File: config.mk
export PLATFORM = sky130hd
export DESIGN_NAME = obstacle_spawner
export DESIGN_NICKNAME = d
export VERILOG_FILES = /design/src/rtl/obstacle_spawner.sv
export SDC_FILE = /design/constraint.sdc
export NUM_CORES = 1
export LEC_CHECK = 0
export ABC_AREA = 1
export BUFFER_PORTS_ARGS = -buffer_cell sky130_fd_sc_hd__buf_4
export CAP_MARGIN = 20
export CORE_ASPECT_RATIO = 2
export CORE_UTILIZATION = 60
export DETAILED_ROUTE_END_ITERATION = 6
export GPL_TIMING_DRIVEN = 1
export PLACE_DENSITY = 0.8
export SLEW_MARGIN = 5
export SYNTH_ARGS = -nofsm -noshare
export SYNTH_HDL_FRONTEND = slang
export SYNTH_SLANG_ARGS = --single-unit
File: constraint.sdc
create_clock -name clk -period 3 [get_ports clk]
set_input_delay 0.3 -clock clk [delete_from_list [all_inputs] [get_ports clk]]
set_output_delay 0.3 -clock clk [all_outputs]
set_load 0.02 [all_outputs]
File: src/rtl/obstacle_spawner.sv
// Tick-driven LFSR obstacle source: density/range test, minimum spawn gap,
// and a small FIFO of spawn Y positions drained through a valid/ready port.
module obstacle_spawner #(
    parameter int TICK_DIV   = 50000000,
    parameter int MIN_GAP    = 3,
    parameter int Y_W        = 10,
    parameter int Y_MIN      = 0,
    parameter int Y_MAX      = 479,
    parameter int FIFO_DEPTH = 4
) (
    input  logic           clk,
    input  logic           reset,
    input  logic           enable,
    input  logic [8:0]     density,
    input  logic           seed_load,
    input  logic [15:0]    seed,
    output logic           out_valid,
    input  logic           out_ready,
    output logic [Y_W-1:0] out_y,
    output logic [7:0]     drop_cnt
);

    localparam int TCNT_W = (TICK_DIV > 1) ? $clog2(TICK_DIV) : 1;
    localparam int PTR_W  = $clog2(FIFO_DEPTH);

    localparam logic [15:0]       LFSR_INIT = 16'hACE1;
    localparam logic [7:0]        GAP_INIT  = 8'(MIN_GAP);
    localparam logic [TCNT_W-1:0] TCNT_LAST = TCNT_W'(TICK_DIV - 1);
    localparam logic [Y_W:0]      Y_SPAN    = (Y_W + 1)'(Y_MAX - Y_MIN);
    localparam logic [Y_W:0]      Y_BASE    = (Y_W + 1)'(Y_MIN);
    localparam logic [PTR_W:0]    FIFO_FULL = (PTR_W + 1)'(FIFO_DEPTH);

    typedef enum logic {COOL, ARMED} state_t;

    logic [TCNT_W-1:0] r_tcnt,  w_tcnt_nxt;
    logic [15:0]       r_lfsr,  w_lfsr_nxt;
    logic [7:0]        r_gap_cnt, w_gap_nxt;
    logic [Y_W-1:0]    r_mem [FIFO_DEPTH];
    logic [PTR_W-1:0]  r_rd_ptr, r_wr_ptr;
    logic [PTR_W:0]    r_count;
    logic [7:0]        r_drop_cnt;

    state_t         w_state;
    logic           w_tick, w_fb, w_pass_d, w_pass_r, w_spawn;
    logic           w_full, w_pop, w_push, w_drop;
    logic [Y_W:0]   w_raw;
    logic [Y_W-1:0] w_y;
    logic [15:0]    w_seed_val;

    assign w_state    = (r_gap_cnt == 8'd0) ? ARMED : COOL;
    assign w_tick     = enable & (r_tcnt == TCNT_LAST) & ~seed_load;
    assign w_fb       = r_lfsr[15] ^ r_lfsr[13] ^ r_lfsr[12] ^ r_lfsr[10];
    assign w_seed_val = (seed == 16'd0) ? LFSR_INIT : seed;

    // Candidate is judged on the lfsr value before this tick's step.
    assign w_raw    = {1'b0, r_lfsr[Y_W-1:0]};
    assign w_pass_d = ({1'b0, r_lfsr[15:8]} < density);
    assign w_pass_r = (w_raw <= Y_SPAN);
    assign w_y      = Y_W'(Y_BASE + w_raw);
    assign w_spawn  = w_tick & (w_state == ARMED) & w_pass_d & w_pass_r;

    assign w_full = (r_count == FIFO_FULL);
    assign w_pop  = out_valid & out_ready;
    assign w_push = w_spawn & (~w_full | w_pop);
    assign w_drop = w_spawn & w_full & ~w_pop;

    assign out_valid = (r_count != '0);
    assign out_y     = out_valid ? r_mem[r_rd_ptr] : '0;
    assign drop_cnt  = r_drop_cnt;

    always_comb begin
        w_tcnt_nxt = r_tcnt;
        w_lfsr_nxt = r_lfsr;
        w_gap_nxt  = r_gap_cnt;
        if (seed_load) begin
            w_tcnt_nxt = '0;
            w_lfsr_nxt = w_seed_val;
            w_gap_nxt  = GAP_INIT;
        end else if (enable) begin
            w_tcnt_nxt = w_tick ? '0 : r_tcnt + TCNT_W'(1);
            if (w_tick) begin
                w_lfsr_nxt = {r_lfsr[14:0], w_fb};
                case (w_state)
                    COOL:    w_gap_nxt = r_gap_cnt - 8'd1;
                    ARMED:   if (w_spawn) w_gap_nxt = GAP_INIT;
                    default: w_gap_nxt = r_gap_cnt;
                endcase
            end
        end
    end

    always_ff @(posedge clk or posedge reset) begin
        if (reset) begin
            r_tcnt    <= '0;
            r_lfsr    <= LFSR_INIT;
            r_gap_cnt <= GAP_INIT;
        end else begin
            r_tcnt    <= w_tcnt_nxt;
            r_lfsr    <= w_lfsr_nxt;
            r_gap_cnt <= w_gap_nxt;
        end
    end

    // FIFO control; storage below is qualified by r_count so it needs no reset.
    always_ff @(posedge clk or posedge reset) begin
        if (reset) begin
            r_rd_ptr   <= '0;
            r_wr_ptr   <= '0;
            r_count    <= '0;
            r_drop_cnt <= '0;
        end else begin
            if (w_push) r_wr_ptr <= r_wr_ptr + PTR_W'(1);
            if (w_pop)  r_rd_ptr <= r_rd_ptr + PTR_W'(1);
            case ({w_push, w_pop})
                2'b10:   r_count <= r_count + (PTR_W + 1)'(1);
                2'b01:   r_count <= r_count - (PTR_W + 1)'(1);
                default: r_count <= r_count;
            endcase
            if (w_drop && (r_drop_cnt != 8'hFF)) r_drop_cnt <= r_drop_cnt + 8'd1;
        end
    end

    always_ff @(posedge clk) begin
        if (w_push) r_mem[r_wr_ptr] <= w_y;
    end

endmodule

# --- Yosys cells after proc, flatten, opt, wreduce, memory -nomap -nowiden ---
# Memories as Yosys holds them, arrays and structs flattened.
# Index checks and enable logic that the tools add are counted.
totals:
  memories: 1
  mem_bits_rw: 40
  reg_bits: 65
  inputBits: 30
  out_inout_bits: 19
  elab_cells: 66
memory_table:
  columns: ["name", "depth", "word_bits", "rd", "rd_ports_with_merged_regs", "wr", "line", "source"]
  rows:
  - ["r_mem", 4, 10, 1, 0, 1, "38", "logic [Y_W-1:0] r_mem [FIFO_DEPTH];"]
classes:
  n_addsub: 7
  bitwise_logic: 17
  order_cmp: 2
  n_reduce_logical: 9
  muxes: 17
  eq_ne: 6
op_table:
  columns: ["operator", "count"]
  rows:
  - ["$mux 26", 3]
  - ["$mux 16", 4]
  - ["$mux 8", 4]
  - ["$add 26x1->26 const B", 1]
  - ["$eq 26x26->1 const B", 1]
  - ["$logic_not 16->1", 1]
  - ["$pmux 8 s2", 1]
  - ["$le 10x9->1 const B", 1]
  - ["$mux 10", 1]
  - ["$and 1x1->1", 9]
  - ["$lt 8x9->1", 1]
  - ["$add 8x1->8 const B", 1]
  - ["$logic_not 8->1", 1]
  - ["$ne 8x8->1 const B", 1]
  - ["$sub 8x1->8 const B", 1]
  - ["$pmux 3 s2", 1]
  - ["$reduce_bool 2->1", 3]
  - ["$add 2x1->2 const B", 2]
  - ["$not 1->1", 4]
  - ["$add 3x1->3 const B", 1]
  - ["$eq 3x3->1 const B", 1]
  - ["$mux 1", 3]
  - ["$ne 3x2->1 const B", 1]
  - ["$reduce_and 3->1", 1]
  - ["other kinds (8)", 10]

# --- Depth between registers and ports, before layout ---
# Gate-level depths: netlist of the first run.
logic_depth:
  ltp_word: 11
  mapped_depth: 19
  ltp_nobuf: 19

# --- Worst setup path after synthesis of the first run ---
# Ideal clock, no wire load.
synth_timing:
  path_type: "reg-to-reg"
  from: "register r_lfsr[15]"
  to: "memory r_mem[0][0], enable pin"
  setup_time_ns: 0.376
  period_less_slack_ns: 2.353
  arrival_time_ns: 1.977
  n_path_buf: 0
  required_ns: 2.624
  slack_ns: 0.647
  stages_incl_launch_ff: 10
  cell_sequence: "dfstp_2 > ha_1 > inv_1 > nor2_1 > and3_1 > nor2_1 > nand3_1 > nor2_1 > nand2_1 > nor2_1"
synth_between:
  elab_chain_len: 6
synth_rtl:
  columns: ["element", "line", "source"]
  rows:
  - ["from (decl)", "36", "logic [15:0] r_lfsr, w_lfsr_nxt;"]
  - ["from (signal assigned)", "99", "r_lfsr <= w_lfsr_nxt;"]
  - ["$lt 8x9->1", "57", "assign w_pass_d = ({1'b0, r_lfsr[15:8]} < density);"]
  - ["$and 1x1->1 (2 in a row)", "60", "assign w_spawn = w_tick & (w_state == ARMED) & w_pass_d & w_pass_r;"]
  - ["$and 1x1->1", "64", "assign w_push = w_spawn & (~w_full | w_pop);"]
  - ["$mux 1", "124", "if (w_push) r_mem[r_wr_ptr] <= w_y;"]
  - ["$mux 1 (not written as such)", "124", null]
  - ["to (decl)", "38", null]
# No other way between the ends.

# --- Worst setup path in the final report of the first run ---
layout_timing:
  from: "register r_lfsr[12]"
  to: "register r_count[2]"
layout_between:
  elab_chain_len: 6
  word_cells_on_any_way: 8
  cone_classes: "1 x order compare; 2 x eq/ne; 1 x mux; 3 x bitwise; 1 x reduce/logical"
layout_rtl:
  columns: ["element", "line", "source"]
  rows:
  - ["$lt 8x9->1 *", "57", null]
  - ["$and 1x1->1 * (2 in a row)", "60", null]
  - ["$and 1x1->1 *", "64", null]
  - ["$eq 2x1->1 or $eq 2x2->1 (tied branches)", "114", "case ({w_push, w_pop})"]
  - ["$pmux 3 s2 or $reduce_bool 2->1 (tied branches)", null, null]
  - ["to (signal assigned)", "115", "2'b10: r_count <= r_count + (PTR_W + 1)'(1);"]
  - ["to (signal assigned)", "116", "2'b01: r_count <= r_count - (PTR_W + 1)'(1);"]
  - ["to (signal assigned)", "117", "default: r_count <= r_count;"]
  - ["to (decl)", "40", "logic [PTR_W:0] r_count;"]
# Mark *: on every way between the ends. The rest lies on a longest branch, timed or not.
# A chain may end at the register's enable or synchronous reset.

==> results of run 1 <==
==> kinds of logic after synthesis <==
| logic type | count (synthesis) |
|---|---|
| buffers and inverters | 121 |
| flip-flops | 105 |
| XOR/XNOR | 17 |
| AO/OA/AOI/OAI | 93 |
| adder cells (fa/ha/maj) | 15 |
| AND/OR/NAND/NOR | 305 |
==> power groups by stage <==
stage                     clock [mW]  sequential, mW  combinational, mW
after global placement             0            1.73               1.13
after CTS                       1.09            1.71               1.19
after floorplan                    0            1.71              0.795
final                           1.08            1.71               1.18
after global routing            1.14            1.73               1.30
after detailed placement           0            1.74               1.18
==> layer usage <==
layer  wire length, um  global-route usage  vias up
met1              4380               0.284     2184
met2              7190               0.523      177
li1                  -                   -     2243
met5                 0                   0        -
met4               799               0.196        0
met3               571              0.0373       59
==> per-stage QoR <==
step	instance area, um^2	power [mW]
floorplan	5490	2.51
global placement	5990	2.86
detailed placement	5990	2.92
CTS	6260	3.99
global route	6260	4.16
finish	6260	3.97
==> worst max-delay path by stage <==
stage / startpoint / to / slack, ns
finish: r_lfsr[12]$_DFFE_PP0P_ / r_count[2]$_DFFE_PP0P_ / 0.50
global route: r_gap_cnt[0]$_DFFE_PP1P_ / r_count[2]$_DFFE_PP0P_ / 0.30
CTS: r_gap_cnt[0]$_DFFE_PP1P_ / r_count[2]$_DFFE_PP0P_ / 0.51
detailed placement: r_lfsr[11]$_DFFE_PP1P_ / r_count[2]$_DFFE_PP0P_ / 0.52
global placement: r_gap_cnt[1]$_DFFE_PP1P_ / r_count[2]$_DFFE_PP0P_ / 0.66
floorplan: r_lfsr[15]$_DFFE_PP1P_ / r_mem[0][0]$_DFFE_PP_ / 0.65
==> worst min-delay path, cell delays in order <==
cell and delay (ns):
buf_4 0.11, inv_2 0.03, buf_4 0.63
==> area by class of cell <==
class	count	area (um^2)
Inverter	106	398
Sequential cell	105	2840
Tap cell	102	128
Clock buffer	9	225
Fill cell	695	2690
Clock inverter	7	46.3
Multi-Input combinational cell	430	2180
Timing Repair Buffer	59	443
==> state kept, by name, indices dropped and copies added, names as in the netlist <==
name	count
r_rd_ptr	2
r_tcnt	26
r_lfsr	16
r_gap_cnt	8
r_count	3
r_wr_ptr	2
r_mem	40
drop_cnt	8
==> placed cells by master (no fill, tap or decap), drive strengths merged, types with 4 or more instances in the layout <==
master / instances
nand2: 116
a21oi: 22
nor3: 16
edfxtp: 40
nand4: 12
nor2: 117
ha: 14
inv: 106
xor2: 13
clkbuf: 9
nand3: 37
o221ai: 12
dfstp: 10
buf: 59
xnor2: 4
clkinv: 5
dfrtp: 55
o21ai: 47
==> results.sh, run 1 <==
export IMPL_end_kind="flop"
export IMPL_path_buf_inv=3
export IMPL_powerDensity_nw_per_um2=633
export IMPL_postRouteAntennaNets=0
export IMPL_r2r_start="r_lfsr[12]$_DFFE_PP0P_"
export IMPL_via_count=4663
export IMPL_finalClockSkew_ns=0.00677
export IMPL_cts_root_buf="clkbuf_16"
export IMPL_wl_um=12900
export IMPL_core_region_area_um2=8950
export IMPL_placed_cells=802
export IMPL_worstSetupPathType="reg -> reg"
export IMPL_cts_made_buffers=9
export IMPL_synth_simple_area_share=0.237
export IMPL_period_minus_slack_ns=2.50
export IMPL_clockPowerShare=0.272
export IMPL_cpMostUsedCell="nand2_1"
export IMPL_ys_seq_area_frac=0.518
export IMPL_gp_congestion=0.924
export IMPL_p_switching_mw=1.33
export IMPL_firstDrtPassIters=7
export IMPL_clk_path_buf_depth=2
export IMPL_whs_ns=0.197
export IMPL_port_buffers=48
export IMPL_post_route_drc_count=0
export IMPL_ir_drop_mv=0.367
export IMPL_ys_top_cells_by_area="dfrtp_1 (25%), edfxtp_1 (22%), nand2_1 (7.9%)"
export IMPL_row_count=49
export IMPL_synth_warnings=0
export IMPL_synth_top_cells_by_count="nand2_1 (115), nor2_1 (115), inv_1 (105)"
export IMPL_drv_slew=0
export IMPL_fmax_mhz=399
export IMPL_cp_data_required_time_ns=3.24
export IMPL_fin_crit_sh=0.834
export IMPL_drtIter0Drc=329
export IMPL_critical_path_top_delay_family="simple AND/OR/NAND/NOR gates"
export IMPL_initial_core_util=0.613
export IMPL_grt_pass1_vias=4465
export IMPL_r2r_slack_ns=0.50
export IMPL_fin_nets=756
export IMPL_antennaDiodeCount=0
export IMPL_ctsHtreeMaxLevel=3
export IMPL_layout_drive_gt1_share=0.127
export IMPL_synth_adder_area_share=0.0356
export IMPL_final_util=0.700
export IMPL_tns_ns=0
export IMPL_r2r_cells=16
export IMPL_rsz0062_at_grt="false"
export IMPL_max_cap_violations=0
export IMPL_grt_pass1_wl_um=20500
export IMPL_fp_dieH_um=137
export IMPL_cts_tree="yes"
export IMPL_dp_slack_ns=0.524
export IMPL_syn_area_per_cell_um2=8.36
export IMPL_syn_area_um2=5490
export IMPL_cts_hold_buf=0
export IMPL_die_area_um2=9550
export IMPL_syn_to_final_growth_pct=14.1
export IMPL_leakagePower_nw=2.87
export IMPL_vias_per_cell=5.70
export IMPL_antenna_found_initial=0
export IMPL_swShare=0.336
export IMPL_grt_ovfl_total=0
export IMPL_hp_class="in -> async"
export IMPL_seqPwrFrac=0.432
export IMPL_synth_seq_cells=105
export IMPL_synth_compound_area_frac=0.0976
export IMPL_yosysTopAreaCell="dfrtp_1"
export IMPL_synth_xor_area_frac=0.0271
export IMPL_wl_per_cell_um=15.8
export IMPL_async_flop_share=0.619
export IMPL_p_comb_frac=0.296
export IMPL_p_int_mw=2.63
export IMPL_ys_types=36
export IMPL_worstReg2RegEnd="r_count[2]$_DFFE_PP0P_"
export IMPL_clk_pin_slew_worst_paths_ns=0.07
export IMPL_path_cells="ha_1 -> a21oi_1 -> nand2_1 -> nand2_1 -> nand2_1 -> nor2_1 -> nand2_1 -> nand2_1 -> inv_1 -> fa_1 -> inv_1 -> nand2_1 -> nand2_1 -> nand2_1 -> nand2_1 -> inv_1"
export IMPL_worst_pin_slew_ns=0.857
export IMPL_fin_cells=818
export IMPL_cp_start_kind="flop"
export IMPL_post_cts_buffers=0
export IMPL_syn_nets=701
export IMPL_crit_slowest_cell="dfrtp_1"
export IMPL_synth_edf_count=40
export IMPL_ioPinCount=49
export IMPL_grtUsageTotal=0.280
export IMPL_slowest_delay_ns=0.45
export IMPL_cts_num_sinks=105
export IMPL_cts_resized=0
export IMPL_path_depth=16
export IMPL_synth_ff_type="dfrtp_1"
export IMPL_synth_top_area_share=0.251
export IMPL_slew_headroom=0.429
export IMPL_finalHoldViolations=0
export IMPL_grt_start_max_net_pins=66
export IMPL_syn_inst=656
export IMPL_die_w_um=69.6
export IMPL_arrival_ns=2.75
export IMPL_cp_max_fo=4
export IMPL_synthMuxAreaShare=0
export IMPL_fin_ws_ns=0.497
export IMPL_synth_top_family_by_area="simple AND/OR/NAND/NOR gates"
export IMPL_finalSetupViolCount=0
export IMPL_status="complete, no violations"
export IMPL_clk_insertion_delay_late_ns=0.35
export IMPL_hpwl_um=9900
Power figures use the tool's default switching activity.
==> run 2, diff against run 1 <==
- CORE_UTILIZATION: 60 -> 54
- PLACE_DENSITY: 0.8 -> 0.76
- clock period: 3 -> 2.3 ns (I/O delays scaled with it)
==> run 2 against run 1 <==
Effect of this change: setup slack worse by 0.45 ns; combinational power increased by 39%; non-clock buffer count grew 17; count of clock-buffer cells in the layout rose by 2; sequential cell count unchanged; global-route usage down 1.4 points; critical path type unchanged; critical endpoint unchanged; largest power group unchanged.
==> results.sh, run 2 (synthesis results as in run 1) <==
export IMPL_status="complete, no violations"
export IMPL_clk_insertion_delay_late_ns=0.34
export IMPL_p_switching_mw=1.79
export IMPL_drv_slew=0
export IMPL_fin_nets=773
export IMPL_fin_crit_sh=0.978
export IMPL_cts_tree="yes"
export IMPL_firstDrtPassIters=5
export IMPL_r2r_slack_ns=0.05
export IMPL_port_buffers=48
export IMPL_cp_data_required_time_ns=2.54
export IMPL_powerDensity_nw_per_um2=831
export IMPL_drtIter0Drc=391
export IMPL_ir_drop_mv=0.623
export IMPL_cp_max_fo=2
export IMPL_hp_class="in -> reg"
export IMPL_most_common_layout_cells="nor2_1 (112), nand2_1 (110), inv_1 (102), buf_4 (72), dfrtp_1 (55)"
export IMPL_largest_reg_flops=40
export IMPL_reg_top3="r_mem x40, r_tcnt x26, r_lfsr x16"
export IMPL_layout_commonest_cell="nor2_1"
export IMPL_die_w_um=73.3
export IMPL_total_power_mw=5.43
export IMPL_grtUsageTotal=0.266
export IMPL_worst_pin_slew_ns=0.493
export IMPL_swShare=0.330
export IMPL_clk_path_buf_depth=2
export IMPL_cts_num_sinks=105
export IMPL_multi_input_area_um2=2230
export IMPL_grt_pass1_vias=4660
export IMPL_ctsHtreeMaxLevel=3
export IMPL_finalClockSkew_ns=0.00368
export IMPL_seqCellArea_um2=2840
export IMPL_via_count=4672
export IMPL_rsz0062_at_grt="true"
export IMPL_clockPowerShare=0.287
export IMPL_ioPinCount=49
export IMPL_period_minus_slack_ns=2.25
export IMPL_grt_pass1_wl_um=21100
export IMPL_layout_drive_gt1_share=0.165
export IMPL_p_comb_frac=0.302
export IMPL_wl_um=13300
export IMPL_gp_congestion=0.938
export IMPL_nFillCells=820
export IMPL_regMostFlops="r_mem"
export IMPL_grt_ovfl_total=0
export IMPL_postRouteAntennaNets=0
export IMPL_antennaDiodeCount=0
export IMPL_syn_to_final_growth_pct=19.1
export IMPL_slew_headroom=0.671
export IMPL_cts_root_buf="clkbuf_16"
export IMPL_leakagePower_nw=2.97
export IMPL_hpwl_um=9990
export IMPL_whs_ns=0.133
export IMPL_finalSetupViolCount=0
export IMPL_max_cap_violations=0
export IMPL_row_count=51
export IMPL_finalHoldViolations=0
export IMPL_core_region_area_um2=9830
export IMPL_die_area_um2=10600
export IMPL_grt_start_max_net_pins=66
export IMPL_vias_per_cell=5.40
export IMPL_fp_dieH_um=145
export IMPL_post_route_drc_count=0
export IMPL_cp_start_kind="flop"
export IMPL_fmax_mhz=444
export IMPL_initial_core_util=0.558
export IMPL_worstSetupPathType="reg -> reg"
export IMPL_clk_pin_slew_worst_paths_ns=0.07
export IMPL_arrival_ns=2.49
export IMPL_antenna_found_initial=0
export IMPL_p_int_mw=3.64
export IMPL_cts_made_buffers=9
export IMPL_end_kind="flop"
export IMPL_seqPwrFrac=0.411
export IMPL_wl_per_cell_um=15.3
-- run 2: layout make-up --
class                           count  area share
Clock buffer                       11      0.0371
Sequential cell                   105       0.435
Timing Repair Buffer               76      0.0907
Tap cell                          132      0.0253
Clock inverter                      5     0.00957
Multi-Input combinational cell    430       0.342
Inverter                          106      0.0609
-- run 2: power by group through the flow --
stage	Sequential, mW	Clock, mW	Combinational [mW]
floorplan	2.24	0	1.04
global placement	2.25	0	1.53
detailed placement	2.27	0	1.58
CTS	2.23	1.58	1.59
global route	2.25	1.65	1.82
finish	2.23	1.56	1.64
-- run 2: routing by layer --
layer | vias up | GRT usage | share of wire
li1 | 2281 | - | -
met1 | 2216 | 0.274 | 0.36
met2 | 136 | 0.495 | 0.56
met3 | 39 | 0.0321 | 0.035
met4 | 0 | 0.164 | 0.040
met5 | - | 0 | 0
-- run 2: final timing paths --
check | from | to | cells past startpoint
setup / recovery | r_lfsr[12]$_DFFE_PP0P_ | r_count[2]$_DFFE_PP0P_ | 16
hold / removal | seed[1] | r_lfsr[1]$_DFFE_PP0P_ | 3
setup reg to reg | r_lfsr[12]$_DFFE_PP0P_ | r_count[2]$_DFFE_PP0P_ | 16
hold reg to reg | drop_cnt[2]$_DFFE_PP0P_ | drop_cnt[2]$_DFFE_PP0P_ | 1
max in group asynchronous | reset | r_lfsr[5]$_DFFE_PP1P_ | 4
min in group asynchronous | reset | drop_cnt[0]$_DFFE_PP0P_ | 4
-- run 2: worst max-delay path, cell delays in order (launching register included) --
cell and delay (ns):
dfrtp_1 0.39, ha_1 0.31, a21oi_1 0.26, nand2_1 0.09
nand2_1 0.07, nand2_1 0.07, nor2_2 0.13, nand2_1 0.07
nand2_2 0.08, inv_2 0.04, fa_2 0.36, inv_2 0.06
nand2_2 0.05, nand2_2 0.05, nand2_1 0.04, nand2_1 0.05
inv_1 0.03
-- run 2: repair_timing --
item                                   4_1_cts  5_1_grt
buffers inserted                             0        2
resized for setup                            0       16
endpoints found under the hold margin       55        0
hold buffers                                 1        0
setup endpoints to repair                    0       42
-- run 2: per-stage QoR --
stage	worst slack, ns	TNS, ns	instance area [um^2]	util	instances
global route	-0.0894	-0.324	6540	0.665	865
floorplan	-0.0531	-2.12	5490	-	656
global placement	0.123	0	6150	0.625	846
CTS	0.0477	0	6460	0.657	863
detailed placement	0.0575	0	6150	0.625	846
finish	0.0503	0	6540	0.665	865
==> run 3, diff against run 2 <==
- CELL_PAD_IN_SITES_DETAIL_PLACEMENT: default -> 1
- CELL_PAD_IN_SITES_GLOBAL_PLACEMENT: default -> 1
- CORE_UTILIZATION: 54 -> 41
- PLACE_DENSITY: 0.76 -> default
- PLACE_DENSITY_LB_ADDON: default -> 0.1
==> run 3 against run 2 <==
Effect of this change: utilization is 15 points lower; sequential cell count stayed put; count of clock-buffer cells in the layout is 1 lower; hold slack better by 0.0080 ns; via count is 0.75% higher; critical path type unchanged.
==> results.sh, run 3 (synthesis results as in run 1) <==
export IMPL_slew_headroom=0.652
export IMPL_initial_core_util=0.422
export IMPL_die_area_um2=13900
export IMPL_cts_num_sinks=105
export IMPL_cp_start_kind="flop"
export IMPL_antennaDiodeCount=0
export IMPL_row_count=59
export IMPL_grtUsageTotal=0.242
export IMPL_finalHoldViolations=0
export IMPL_wl_per_cell_um=17.3
export IMPL_ir_drop_mv=0.681
export IMPL_largest_reg_flops=40
export IMPL_fin_crit_sh=0.992
export IMPL_grt_pass1_vias=5308
export IMPL_grt_start_max_net_pins=66
export IMPL_core_region_area_um2=13000
export IMPL_powerDensity_nw_per_um2=829
export IMPL_drv_slew=0
export IMPL_fp_dieH_um=166
export IMPL_gp_congestion=0.820
export IMPL_cp_data_required_time_ns=2.55
export IMPL_layout_drive_gt1_share=0.191
export IMPL_finalSetupViolCount=0
export IMPL_postRouteAntennaNets=0
export IMPL_fin_ws_ns=0.0184
export IMPL_most_common_layout_cells="nand2_1 (108), nor2_1 (108), inv_1 (102), buf_4 (82), dfrtp_1 (55)"
export IMPL_regMostFlops="r_mem"
export IMPL_path_cells="ha_1 -> a21oi_2 -> nand2_1 -> nand2_1 -> nand2_2 -> nor2_2 -> nand2_1 -> nand2_2 -> inv_2 -> fa_2 -> inv_2 -> nand2_2 -> nand2_2 -> nand2_1 -> nand2_1 -> inv_1"
export IMPL_cpMostUsedCell="nand2_1"
export IMPL_clk_pin_slew_worst_paths_ns=0.08
export IMPL_grt_pass1_wl_um=25800
export IMPL_placed_cells=877
export IMPL_rsz0062_at_grt="true"
export IMPL_die_w_um=83.8
export IMPL_hp_class="in -> reg"
export IMPL_worst_pin_slew_ns=0.522
export IMPL_cts_tree="yes"
export IMPL_cts_made_buffers=9
export IMPL_reg_top3="r_mem x40, r_tcnt x26, r_lfsr x16"
export IMPL_via_count=4707
export IMPL_period_minus_slack_ns=2.28
export IMPL_firstDrtPassIters=4
export IMPL_arrival_ns=2.54
export IMPL_grt_ovfl_total=0
export IMPL_antenna_found_initial=0
export IMPL_post_route_drc_count=0
export IMPL_ctsHtreeMaxLevel=3
export IMPL_crit_slowest_cell="dfrtp_1"
export IMPL_end_kind="flop"
export IMPL_clk_path_buf_depth=2
export IMPL_ioPinCount=49
export IMPL_wl_um=15500
export IMPL_cp_max_fo=2
export IMPL_fmax_mhz=438
export IMPL_nFillCells=1568
export IMPL_drtIter0Drc=135
export IMPL_status="complete, no violations"
export IMPL_syn_to_final_growth_pct=22.1
export IMPL_port_buffers=48
export IMPL_vias_per_cell=5.25
export IMPL_multi_input_area_um2=2270
export IMPL_slowest_delay_ns=0.38
export IMPL_worstSetupPathType="reg -> reg"
export IMPL_cts_root_buf="clkbuf_16"
export IMPL_dp_slack_ns=-0.0561
export IMPL_max_cap_violations=0
export IMPL_leakagePower_nw=3.03
export IMPL_clk_insertion_delay_late_ns=0.36
export IMPL_fin_cells=897
export IMPL_seqCellArea_um2=2840
export IMPL_fin_nets=785
export IMPL_finalClockSkew_ns=0.0114
export IMPL_hpwl_um=12200
run 3: power by group:
part | internal, mW | leakage, nW | switching (mW)
clock network | 0.862 | 0.143 | 0.726
registers | 2.11 | 1.20 | 0.130
logic | 0.683 | 1.69 | 1.04
total | 3.65 | 3.03 | 1.90
run 3: worst paths after layout:
path	startpoint	end	slack (ns)	cells after the start
worst max register to register	r_lfsr[12]$_DFFE_PP0P_	r_count[2]$_DFFE_PP0P_	0.02	16
max in group asynchronous	reset	r_lfsr[10]$_DFFE_PP1P_	1.44	4
worst min register to register	r_gap_cnt[1]$_DFFE_PP1P_	r_gap_cnt[1]$_DFFE_PP1P_	0.52	2
worst min-delay path	seed[1]	r_lfsr[1]$_DFFE_PP0P_	0.14	3
worst max-delay path	r_lfsr[12]$_DFFE_PP0P_	r_count[2]$_DFFE_PP0P_	0.02	16
min in group asynchronous	reset	drop_cnt[3]$_DFFE_PP0P_	0.52	4
run 3: per-layer routing:
metal  global-route usage  vias up  share of wire  routed length [um]
met5                    0        -              0                   0
met2                0.513       59           0.62                9580
met4                0.100        0          0.029                 448
li1                     -     2293              -                   -
met3               0.0348       30          0.016                 247
met1                0.221     2325           0.34                5230
run 3: what timing repair did:
action	4_1_cts	5_1_grt
pin swaps	1	6
setup buffers	3	0
hold endpoints to repair	55	0
hold buffers	1	0
setup endpoints to repair	19	47
gates cloned	0	0
gates resized for setup	6	23
run 3: cell type report:
| cell class | instances | share of cell area |
|---|---|---|
| inverters | 106 | 0.0594 |
| repair buffers | 88 | 0.103 |
| clock inverters | 6 | 0.0114 |
| clock buffers | 10 | 0.0342 |
| well taps | 152 | 0.0284 |
| flip-flops and latches | 105 | 0.424 |
| multi-input cells | 430 | 0.339 |
run 3: critical path: cells and delay by family, from the launching register on:
family / cells / cell delay, ns
AOI/OAI and AO/OA: 1 / 0.21
adders and majority gates: 2 / 0.71
buffers and inverters: 3 / 0.15
DFF: 1 / 0.38
and+or+nand+nor: 10 / 0.72
run 3: stage by stage:
| step | setup TNS, ns | hold WS (ns) | power (mW) | util | instance area, um^2 |
|---|---|---|---|---|---|
| floorplan | -2.12 | 0.357 | 3.27 | - | 5490 |
| global route | -0.431 | 0.148 | 5.91 | 0.516 | 6700 |
| detailed placement | -0.0561 | 0.356 | 3.95 | 0.481 | 6250 |
| CTS | -0.0236 | 0.144 | 5.56 | 0.509 | 6610 |
| finish | 0 | 0.141 | 5.55 | 0.516 | 6700 |
| global placement | 0 | 0.344 | 3.86 | 0.481 | 6250 |
